## config.mk

```make
export PLATFORM = sky130hd
export DESIGN_NAME = ps2_host_tx_flat
export DESIGN_NICKNAME = d
export VERILOG_FILES = /design/src/rtl/ps2_host_tx_if.sv /design/src/rtl/ps2_host_tx.sv /design/src/flat_wrapper.sv
export SDC_FILE = /design/constraint.sdc
export NUM_CORES = 1
export LEC_CHECK = 0
export ABC_AREA = 1
export CELL_PAD_IN_SITES_DETAIL_PLACEMENT = 1
export CELL_PAD_IN_SITES_GLOBAL_PLACEMENT = 1
export CORE_ASPECT_RATIO = 0.9
export CORE_UTILIZATION = 40
export CTS_CLUSTER_SIZE = 40
export DETAILED_ROUTE_END_ITERATION = 8
export GPL_TIMING_DRIVEN = 1
export PLACE_DENSITY_LB_ADDON = 0.1
export SLEW_MARGIN = 10
export SYNTH_ARGS = -nofsm -noshare
export SYNTH_HDL_FRONTEND = slang
export SYNTH_SLANG_ARGS = --single-unit
```

## constraint.sdc

```tcl
create_clock -name clk -period 1.7 [get_ports clk]
set_clock_uncertainty 0.1 [all_clocks]
set_input_delay 0.255 -clock clk [delete_from_list [all_inputs] [get_ports clk]]
set_output_delay 0.255 -clock clk [all_outputs]
set_load 0.05 [all_outputs]
```

## src/rtl/ps2_host_tx_if.sv

```systemverilog
// Host-side PS/2 transmit bundle: byte handshake, status pulses and the open-drain line pair.
interface ps2_host_tx_if;
    logic [7:0] tx_data;
    logic       tx_valid;
    logic       tx_ready;
    logic       ps2_clk_i;
    logic       ps2_data_i;
    logic       ps2_clk_low;
    logic       ps2_data_low;
    logic       tx_busy;
    logic       tx_done;
    logic       tx_error;

    modport master (
        output tx_data, tx_valid, ps2_clk_i, ps2_data_i,
        input  tx_ready, ps2_clk_low, ps2_data_low, tx_busy, tx_done, tx_error
    );

    modport slave (
        input  tx_data, tx_valid, ps2_clk_i, ps2_data_i,
        output tx_ready, ps2_clk_low, ps2_data_low, tx_busy, tx_done, tx_error
    );
endinterface

```

## src/rtl/ps2_host_tx.sv

```systemverilog
// PS/2 host-to-device byte transmitter: inhibit, request-to-send, 8 data + odd parity + stop, ACK.
// Optional bus timeout in SEND/ACK/WAIT_IDLE is enabled by defining PS2_TX_TIMEOUT_EN.
module ps2_host_tx #(
    parameter int unsigned INHIBIT_CYCLES = 10000,
    parameter int unsigned TIMEOUT_CYCLES = 2000000
) (
    input  logic           clk,
    input  logic           resetn,
    ps2_host_tx_if.slave   bus
);

    localparam int unsigned INH_W = (INHIBIT_CYCLES > 1) ? $clog2(INHIBIT_CYCLES) : 1;

    typedef enum logic [2:0] {
        S_IDLE,
        S_INHIBIT,
        S_SEND,
        S_ACK,
        S_WAIT_IDLE
    } state_t;

    state_t           r_state;
    state_t           w_next;
    logic             r_clk_prev;
    logic [7:0]       r_shift;
    logic             r_parity;
    logic [3:0]       r_bit_cnt;
    logic [INH_W-1:0] r_inh_cnt;
    logic             r_data_low;
    logic             w_fall;
    logic             w_accept;
    logic             w_inh_last;
    logic             w_timeout;
    logic             w_done;
    logic             w_error;

    assign w_fall     = r_clk_prev & ~bus.ps2_clk_i;
    assign w_accept   = bus.tx_valid && (r_state == S_IDLE);
    assign w_inh_last = (r_state == S_INHIBIT) && (r_inh_cnt == INH_W'(INHIBIT_CYCLES - 1));

`ifdef PS2_TX_TIMEOUT_EN
    localparam int unsigned TO_W = $clog2(TIMEOUT_CYCLES + 1);

    logic [TO_W-1:0] r_to_cnt;
    logic            w_wait_state;

    assign w_wait_state = (r_state == S_SEND) || (r_state == S_ACK) || (r_state == S_WAIT_IDLE);
    assign w_timeout    = w_wait_state && (r_to_cnt == TO_W'(TIMEOUT_CYCLES));

    // Counts from the first cycle with the clock released; held at the limit once reached.
    always_ff @(posedge clk) begin
        if (!resetn || !w_wait_state) begin
            r_to_cnt <= '0;
        end else if (!w_timeout) begin
            r_to_cnt <= r_to_cnt + 1'b1;
        end
    end
`else
    assign w_timeout = 1'b0;
`endif

    always_comb begin
        w_next  = r_state;
        w_done  = 1'b0;
        w_error = 1'b0;
        unique case (r_state)
            S_IDLE: begin
                if (w_accept) w_next = S_INHIBIT;
            end
            S_INHIBIT: begin
                if (w_inh_last) w_next = S_SEND;
            end
            S_SEND: begin
                if (w_timeout) begin
                    w_error = 1'b1;
                    w_next  = S_IDLE;
                end else if (w_fall && (r_bit_cnt == 4'd9)) begin
                    w_next = S_ACK;
                end
            end
            S_ACK: begin
                if (w_timeout) begin
                    w_error = 1'b1;
                    w_next  = S_IDLE;
                end else if (w_fall) begin
                    if (bus.ps2_data_i) begin
                        w_error = 1'b1;
                        w_next  = S_IDLE;
                    end else begin
                        w_next = S_WAIT_IDLE;
                    end
                end
            end
            S_WAIT_IDLE: begin
                if (w_timeout) begin
                    w_error = 1'b1;
                    w_next  = S_IDLE;
                end else if (bus.ps2_clk_i && bus.ps2_data_i) begin
                    w_done = 1'b1;
                    w_next = S_IDLE;
                end
            end
            default: w_next = S_IDLE;
        endcase
    end

    always_ff @(posedge clk) begin
        if (!resetn) begin
            r_state    <= S_IDLE;
            r_clk_prev <= 1'b0;
            r_shift    <= '0;
            r_parity   <= 1'b0;
            r_bit_cnt  <= '0;
            r_inh_cnt  <= '0;
            r_data_low <= 1'b0;
        end else begin
            r_state    <= w_next;
            r_clk_prev <= bus.ps2_clk_i;
            unique case (r_state)
                S_IDLE: begin
                    if (w_accept) begin
                        r_shift    <= bus.tx_data;
                        r_parity   <= ~^bus.tx_data;
                        r_inh_cnt  <= '0;
                        r_bit_cnt  <= '0;
                        r_data_low <= 1'b0;
                    end
                end
                S_INHIBIT: begin
                    r_inh_cnt <= r_inh_cnt + 1'b1;
                    if (w_inh_last) r_data_low <= 1'b1;
                end
                S_SEND: begin
                    // Line update lands in the cycle after the fall; data bits leave LSB first.
                    if (w_fall && !w_timeout) begin
                        r_bit_cnt <= r_bit_cnt + 4'd1;
                        if (r_bit_cnt < 4'd8) begin
                            r_data_low <= ~r_shift[0];
                            r_shift    <= {1'b0, r_shift[7:1]};
                        end else if (r_bit_cnt == 4'd8) begin
                            r_data_low <= ~r_parity;
                        end else begin
                            r_data_low <= 1'b0;
                        end
                    end
                end
                S_ACK: begin
                    if (w_fall && (r_bit_cnt != 4'd11)) r_bit_cnt <= r_bit_cnt + 4'd1;
                end
                default: ;
            endcase
        end
    end

    assign bus.tx_ready     = (r_state == S_IDLE);
    assign bus.tx_busy      = (r_state != S_IDLE);
    assign bus.ps2_clk_low  = (r_state == S_INHIBIT);
    assign bus.ps2_data_low = w_inh_last || ((r_state == S_SEND) && r_data_low && !w_timeout);
    assign bus.tx_done      = resetn && w_done;
    assign bus.tx_error     = resetn && w_error;

endmodule

```

## src/flat_wrapper.sv

```systemverilog
// flat-port wrapper written by rule: the top's interface ports become plain ports
module ps2_host_tx_flat 
#(
    parameter int unsigned INHIBIT_CYCLES = 10000,
    parameter int unsigned TIMEOUT_CYCLES = 2000000
)
  (clk, resetn, bus_tx_data, bus_tx_valid, bus_ps2_clk_i, bus_ps2_data_i, bus_tx_ready, bus_ps2_clk_low, bus_ps2_data_low, bus_tx_busy, bus_tx_done, bus_tx_error);
  ps2_host_tx_if bus_i ();
  input  logic clk;
  input  logic resetn;
  input wire logic [$bits(bus_i.tx_data)-1:0] bus_tx_data;
  input wire logic [$bits(bus_i.tx_valid)-1:0] bus_tx_valid;
  input wire logic [$bits(bus_i.ps2_clk_i)-1:0] bus_ps2_clk_i;
  input wire logic [$bits(bus_i.ps2_data_i)-1:0] bus_ps2_data_i;
  output wire logic [$bits(bus_i.tx_ready)-1:0] bus_tx_ready;
  output wire logic [$bits(bus_i.ps2_clk_low)-1:0] bus_ps2_clk_low;
  output wire logic [$bits(bus_i.ps2_data_low)-1:0] bus_ps2_data_low;
  output wire logic [$bits(bus_i.tx_busy)-1:0] bus_tx_busy;
  output wire logic [$bits(bus_i.tx_done)-1:0] bus_tx_done;
  output wire logic [$bits(bus_i.tx_error)-1:0] bus_tx_error;
  assign bus_i.tx_data = bus_tx_data;
  assign bus_i.tx_valid = bus_tx_valid;
  assign bus_i.ps2_clk_i = bus_ps2_clk_i;
  assign bus_i.ps2_data_i = bus_ps2_data_i;
  assign bus_tx_ready = bus_i.tx_ready;
  assign bus_ps2_clk_low = bus_i.ps2_clk_low;
  assign bus_ps2_data_low = bus_i.ps2_data_low;
  assign bus_tx_busy = bus_i.tx_busy;
  assign bus_tx_done = bus_i.tx_done;
  assign bus_tx_error = bus_i.tx_error;
  ps2_host_tx #(.INHIBIT_CYCLES(INHIBIT_CYCLES), .TIMEOUT_CYCLES(TIMEOUT_CYCLES)) u_core (.clk(clk), .resetn(resetn), .bus(bus_i));
endmodule
```

---- Yosys cells after proc, flatten, opt, wreduce, memory -nomap -nowiden ----
Cells that the tools add are included.
W data, S select, Z words.
storage, ports and cells
  output and inout port bits .............. 6
  register bits ........................... 32
  input port bits ......................... 13
  logic and storage cells ................. 80
cells by class
  equal/unequal tests ..................... 16
  reductions and logical operators ........ 22
  muxes and demuxes ....................... 28
  order comparisons ....................... 1
  $add $sub $neg .......................... 2
  bitwise logic cells ..................... 4
operators with widths
  operator                 number
  $pmux W14 S2             1
  $mux W8                  3
  $mux W3                  6
  $ne A2 B1 Y1 const B     8
  $pmux W8 S2              1
  $pmux W3 S5              1
  $add A14 B1 Y14 const B  1
  $eq A14 B14 Y1 const B   1
  $mux W14                 1
  $mux W4                  3
  $pmux W4 S3              1
  $reduce_and A4 Y1        3
  $mux W1                  10
  $reduce_bool A3 Y1       3
  $eq A4 B4 Y1 const B     2
  $logic_and A1 B1 Y1      8
  $reduce_xnor A8 Y1       1
  $eq A3 B2 Y1 const B     2
  $reduce_and A5 Y1        1
  $add A4 B1 Y4 const B    1
  $lt A4 B4 Y1 const B     1
  $ne A4 B4 Y1 const B     1
  $reduce_and A2 Y1        2
  $reduce_bool A2 Y1       2
  other kinds (7)          9

---- Logic depth before layout (Yosys ltp) ----
Gate-level depths: netlist of run 1.
  depth after elaboration ................. 5
  depth in mapped cells ................... 10
  gate-level depth less buffers ........... 10

---- Least setup slack after synthesis of run 1 ----
Ideal clock, no wire load.
  path type ............................... register to output
  from .................................... register u_core.r_state[2]
  to ...................................... output port bus_tx_error
  path buffers ............................ 0
  path slack .............................. -0.734 ns
  arrival time ............................ 2.079 ns
  cell stages (with the launch flop) ...... 4
  required time ........................... 1.345 ns
  cell sequence ........................... dfxtp_1 > inv_2 > nand3_1 > nor4_1
on the way
  cells in the longest elaborated chain, start to end .. 3
RTL lines
  what                      RTL line            text
  start: declaration        ps2_host_tx.sv:22   state_t r_state;
  start signal: assignment  ps2_host_tx.sv:117  r_state <= w_next;
  $eq A3 B2 Y1              ps2_host_tx.sv:66   unique case (r_state)
  $mux W1                   --
  $logic_and A1 B1 Y1       ps2_host_tx.sv:160  assign bus.tx_error = resetn && w_error;
  end: declaration          flat_wrapper.sv:20  output wire logic [$bits(bus_i.tx_error)-1:0] bus_tx_error;
Every way passes these cells.

---- Worst setup path after layout of run 1 ----
  from .................................... register u_core.r_inh_cnt[10]
  to ...................................... output port bus_ps2_data_low
on the way
  cells in the longest elaborated chain, start to end .. 3
RTL lines
  what                      RTL line            text
  start: declaration        ps2_host_tx.sv:28   logic [INH_W-1:0] r_inh_cnt;
  start signal: assignment  ps2_host_tx.sv:130  r_inh_cnt <= r_inh_cnt + 1'b1;
  $eq A14 B14 Y1            ps2_host_tx.sv:39   assign w_inh_last = (r_state == S_INHIBIT) && (r_inh_cnt == INH_W'(INHIBIT_CYCLES - 1));
  $logic_and A1 B1 Y1       ps2_host_tx.sv:39
  $logic_or A1 B1 Y1        ps2_host_tx.sv:158  assign bus.ps2_data_low = w_inh_last || ((r_state == S_SEND) && r_data_low && !w_timeout);
  end: declaration          flat_wrapper.sv:17  output wire logic [$bits(bus_i.ps2_data_low)-1:0] bus_ps2_data_low;
Every way passes these cells.

==> results of run 1 <==
sequential cells by signal, indices dropped and copies added, names as in the netlist:
register,cells
u_core.r_inh_cnt,14
u_core.r_shift,8
u_core.r_bit_cnt,4
u_core.r_state,3
u_core.r_clk_prev,1
u_core.r_data_low,1
u_core.r_parity,1
Yosys cell counts, types with 2 or more instances:
cell	count	area, um^2
xor2_1	5	43.8
inv_2	8	30.0
nor2_2	3	18.8
nand2_4	3	33.8
o22ai_1	3	18.8
dfxtp_1	32	641
o21ai_0	18	90.1
buf_6	2	22.5
nand2_2	3	18.8
o21ai_1	11	55.1
a21oi_1	26	130
a21oi_2	3	26.3
nand4_1	2	12.5
xnor2_1	3	26.3
nand2_1	79	297
clkinv_1	2	7.51
inv_1	31	116
clkbuf_1	2	7.51
ha_1	4	50.1
nor2_1	28	105
nand3_1	21	105
o21ai_2	2	17.5
nor3_1	4	20.0
logic make-up (layout without fill, tap and decap cells):
| kind of cell | count (synthesis) | in the layout |
|---|---|---|
| simple gates | 149 | 149 |
| fa+ha+maj | 4 | 4 |
| compound gates | 64 | 64 |
| flops | 32 | 32 |
| xor+xnor | 8 | 8 |
| buf+inv | 47 | 99 |
worst max-delay path by stage:
stage                                           start                             end  slack [ns]  depth (start not counted)
finish              u_core.r_inh_cnt[10]$_SDFFE_PN0P_                bus_ps2_data_low       -0.08                          7
global route        u_core.r_inh_cnt[10]$_SDFFE_PN0P_                bus_ps2_data_low       -0.16                          7
CTS                  u_core.r_inh_cnt[1]$_SDFFE_PN0P_                bus_ps2_data_low       -0.10                          6
detailed placement                      bus_ps2_clk_i  u_core.r_shift[5]$_SDFFE_PN0P_       -0.21                          9
global placement                        bus_ps2_clk_i  u_core.r_shift[7]$_SDFFE_PN0P_       -0.13                          9
floorplan              u_core.r_state[2]$_SDFFE_PN0P_                    bus_tx_error       -0.15                          3
per-layer routing:
| metal | up-vias | share of wire, % | GRT usage (%) |
|---|---|---|---|
| met5 | - | 0 | 0 |
| met4 | 0 | 1.9 | 8.76 |
| met3 | 12 | 3.4 | 4.64 |
| met2 | 43 | 47 | 38.6 |
| met1 | 975 | 48 | 31.6 |
| li1 | 1078 | - | - |
power groups by stage:
stage | clock network, uW | registers, uW | logic (uW)
2_1_floorplan | 0 | 1030 | 1630
3_3_place_gp | 0 | 1080 | 2270
3_5_place_dp | 0 | 1080 | 2340
4_1_cts | 837 | 1100 | 2380
5_1_grt | 865 | 1150 | 2740
6_report | 822 | 1120 | 2500
worst max-delay path, stage by stage, from the launching register on:
cell and delay [ns]:
dfxtp_2 0.36, inv_2 0.05, nor2_2 0.10, nand2_1 0.06, nor2_1 0.11, nand2_1 0.09
o21ai_2 0.20, buf_12 0.17
stage by stage:
stage	cells	setup TNS [ns]	power [uW]	area, um^2
global placement	407	-1.37	3350	2500
CTS	417	-0.153	4310	2700
detailed placement	407	-1.92	3420	2500
global route	421	-0.164	4750	2780
floorplan	304	-0.329	2660	2020
finish	421	-0.0830	4440	2780
layout make-up:
| type | instances | area (um^2) |
|---|---|---|
| Clock buffer | 7 | 96.3 |
| Clock inverter | 1 | 30.0 |
| Fill cell | 630 | 2050 |
| Inverter | 41 | 164 |
| Multi-Input combinational cell | 225 | 1250 |
| Sequential cell | 32 | 658 |
| Tap cell | 65 | 81.3 |
| Timing Repair Buffer | 50 | 500 |
repair_timing:
item,CTS,global route
setup buffers,2,4
endpoints found under the setup margin,6,5
hold buffers,0,0
pin swaps,5,6
gates resized for setup,19,20
==> results.yml, run 1 <==
placed_design:
  dp_hpwl_um: 4380
  io_buffers: 18
  post-place-ws_ns: -0.207
  gp_congestion: 0.800
critical_path:
  r2r_setup_slack_ns: 0.12
  r2r_end: "u_core.r_inh_cnt[11]$_SDFFE_PN0P_"
  path_max_fanout: 4
  cp.arrival_ns: 1.43
  critPathLaunchType: "flip-flop"
  r2r-start: "u_core.r_inh_cnt[2]$_SDFFE_PN0P_"
  reg2reg_depth: 6
  critPathCaptureType: "primary output"
  crit_required_ns: 1.34
  worstSetupPathType: "flip-flop to primary output"
timing:
  finalMaxSlewViolations: 0
  setup_ws_ns: -0.0830
  fin_crit_sh_pct: 105
  slew_headroom_pct: 81.9
  fin_crit_ns: 1.78
  holdWs_ns: 0.357
  fmax_ghz: 0.561
  tightestPinTransition_ns: 0.270
  setup_viol: 1
  rsz0062_at_grt: "true"
  hold_viol: 0
detailed_routing:
  drc_errors: 0
  drt_first_pass_iters: 4
  postRouteAntennaNets: 0
  wl_per_cell_um: 14.0
  avgViaCountPerCell: 5.01
  finalWirelength_um: 5910
  drt_iter0_markers: 96
  vias: 2108
synth:
  yosys_warnings: 0
  async_flop_share_pct: 0
  synthSimpleGateAreaFrac_pct: 34.1
  avgSynthCellArea_um2: 6.59
  synth_top_family_by_area: "simple AND/OR/NAND/NOR gates"
  synth_fa_ha_area_share_pct: 2.50
  synth.area.mux_share_pct: 0
  synth_cell_type_count: 32
  synth_xor_area_share_pct: 3.50
  synth-seq-area-share_pct: 32.0
  ys_seq_elements: 32
  netlist_area_um2: 2000
  synth.net_count: 321
  synth_compound_area_share_pct: 17.7
  ys.flop_type: "dfxtp_1"
  synth_edf_count: 0
  synth_cells: 304
global_routing:
  grtUsageTotal_pct: 23.9
  grt_overflow: 0
  grt_pass1_wl_um: 10000
  grt_max_degree: 23
  grt_pass1_vias: 2186
  antenna_found_initial: 0
clocking:
  cts-root-buf: "clkbuf_8"
  cts_tree: "built"
  cts_buffer_depth: 2
  numClockSinks: 32
  clk_pin_slew_ns: 0.07
  clk_latency_ns: 0.29
  htreeDepth: 2
  cts_buffers: 5
pwr:
  p_seq_share_pct: 25.2
  pwr_density_cell_nw_per_um2: 1600
  leakage_uw: 0.00117
  switching_share_pct: 44.6
  p_switching_uw: 1980
  p_clk_share_pct: 18.5
  ir_worst_vdd_mv: 0.967
  p_comb_share_pct: 56.3
  p_int_uw: 2460
floorplan:
  core_um2: 4830
  die_w_um: 76.6
  io_pins: 19
  initial_core_util_pct: 41.4
  rows: 24
  dieArea_um2: 5290
  die_height_um: 69.1
min_path:
  hold_path_class: "flip-flop to flip-flop"
  hold_start: "u_core.r_shift[2]$_SDFFE_PN0P_"
  hold_depth: 2
  hold_end: "u_core.r_shift[2]$_SDFFE_PN0P_"
finish:
  final_common_cell: "nand2_1"
  diodes: 0
  layout_common_cells: "nand2_1 (77), buf_4 (29), inv_1 (27)"
  nNetsFinal: 372
  area_growth_pct: 38.9
  drive_gt1_share_pct: 27.0
  final_core_util_pct: 57.5
outcome:
  violations: "negative setup slack"
  status: "complete, but fails checks"
flow_run:
  drv_cap: 0
(Power assumes the default switching activity.)
==> run 2, diff against run 1 <==
Settings changed: CTS_CLUSTER_SIZE 40 to 25.
==> results of run 2 <==
Final layout, timing and power as in run 1 (identical DEF).
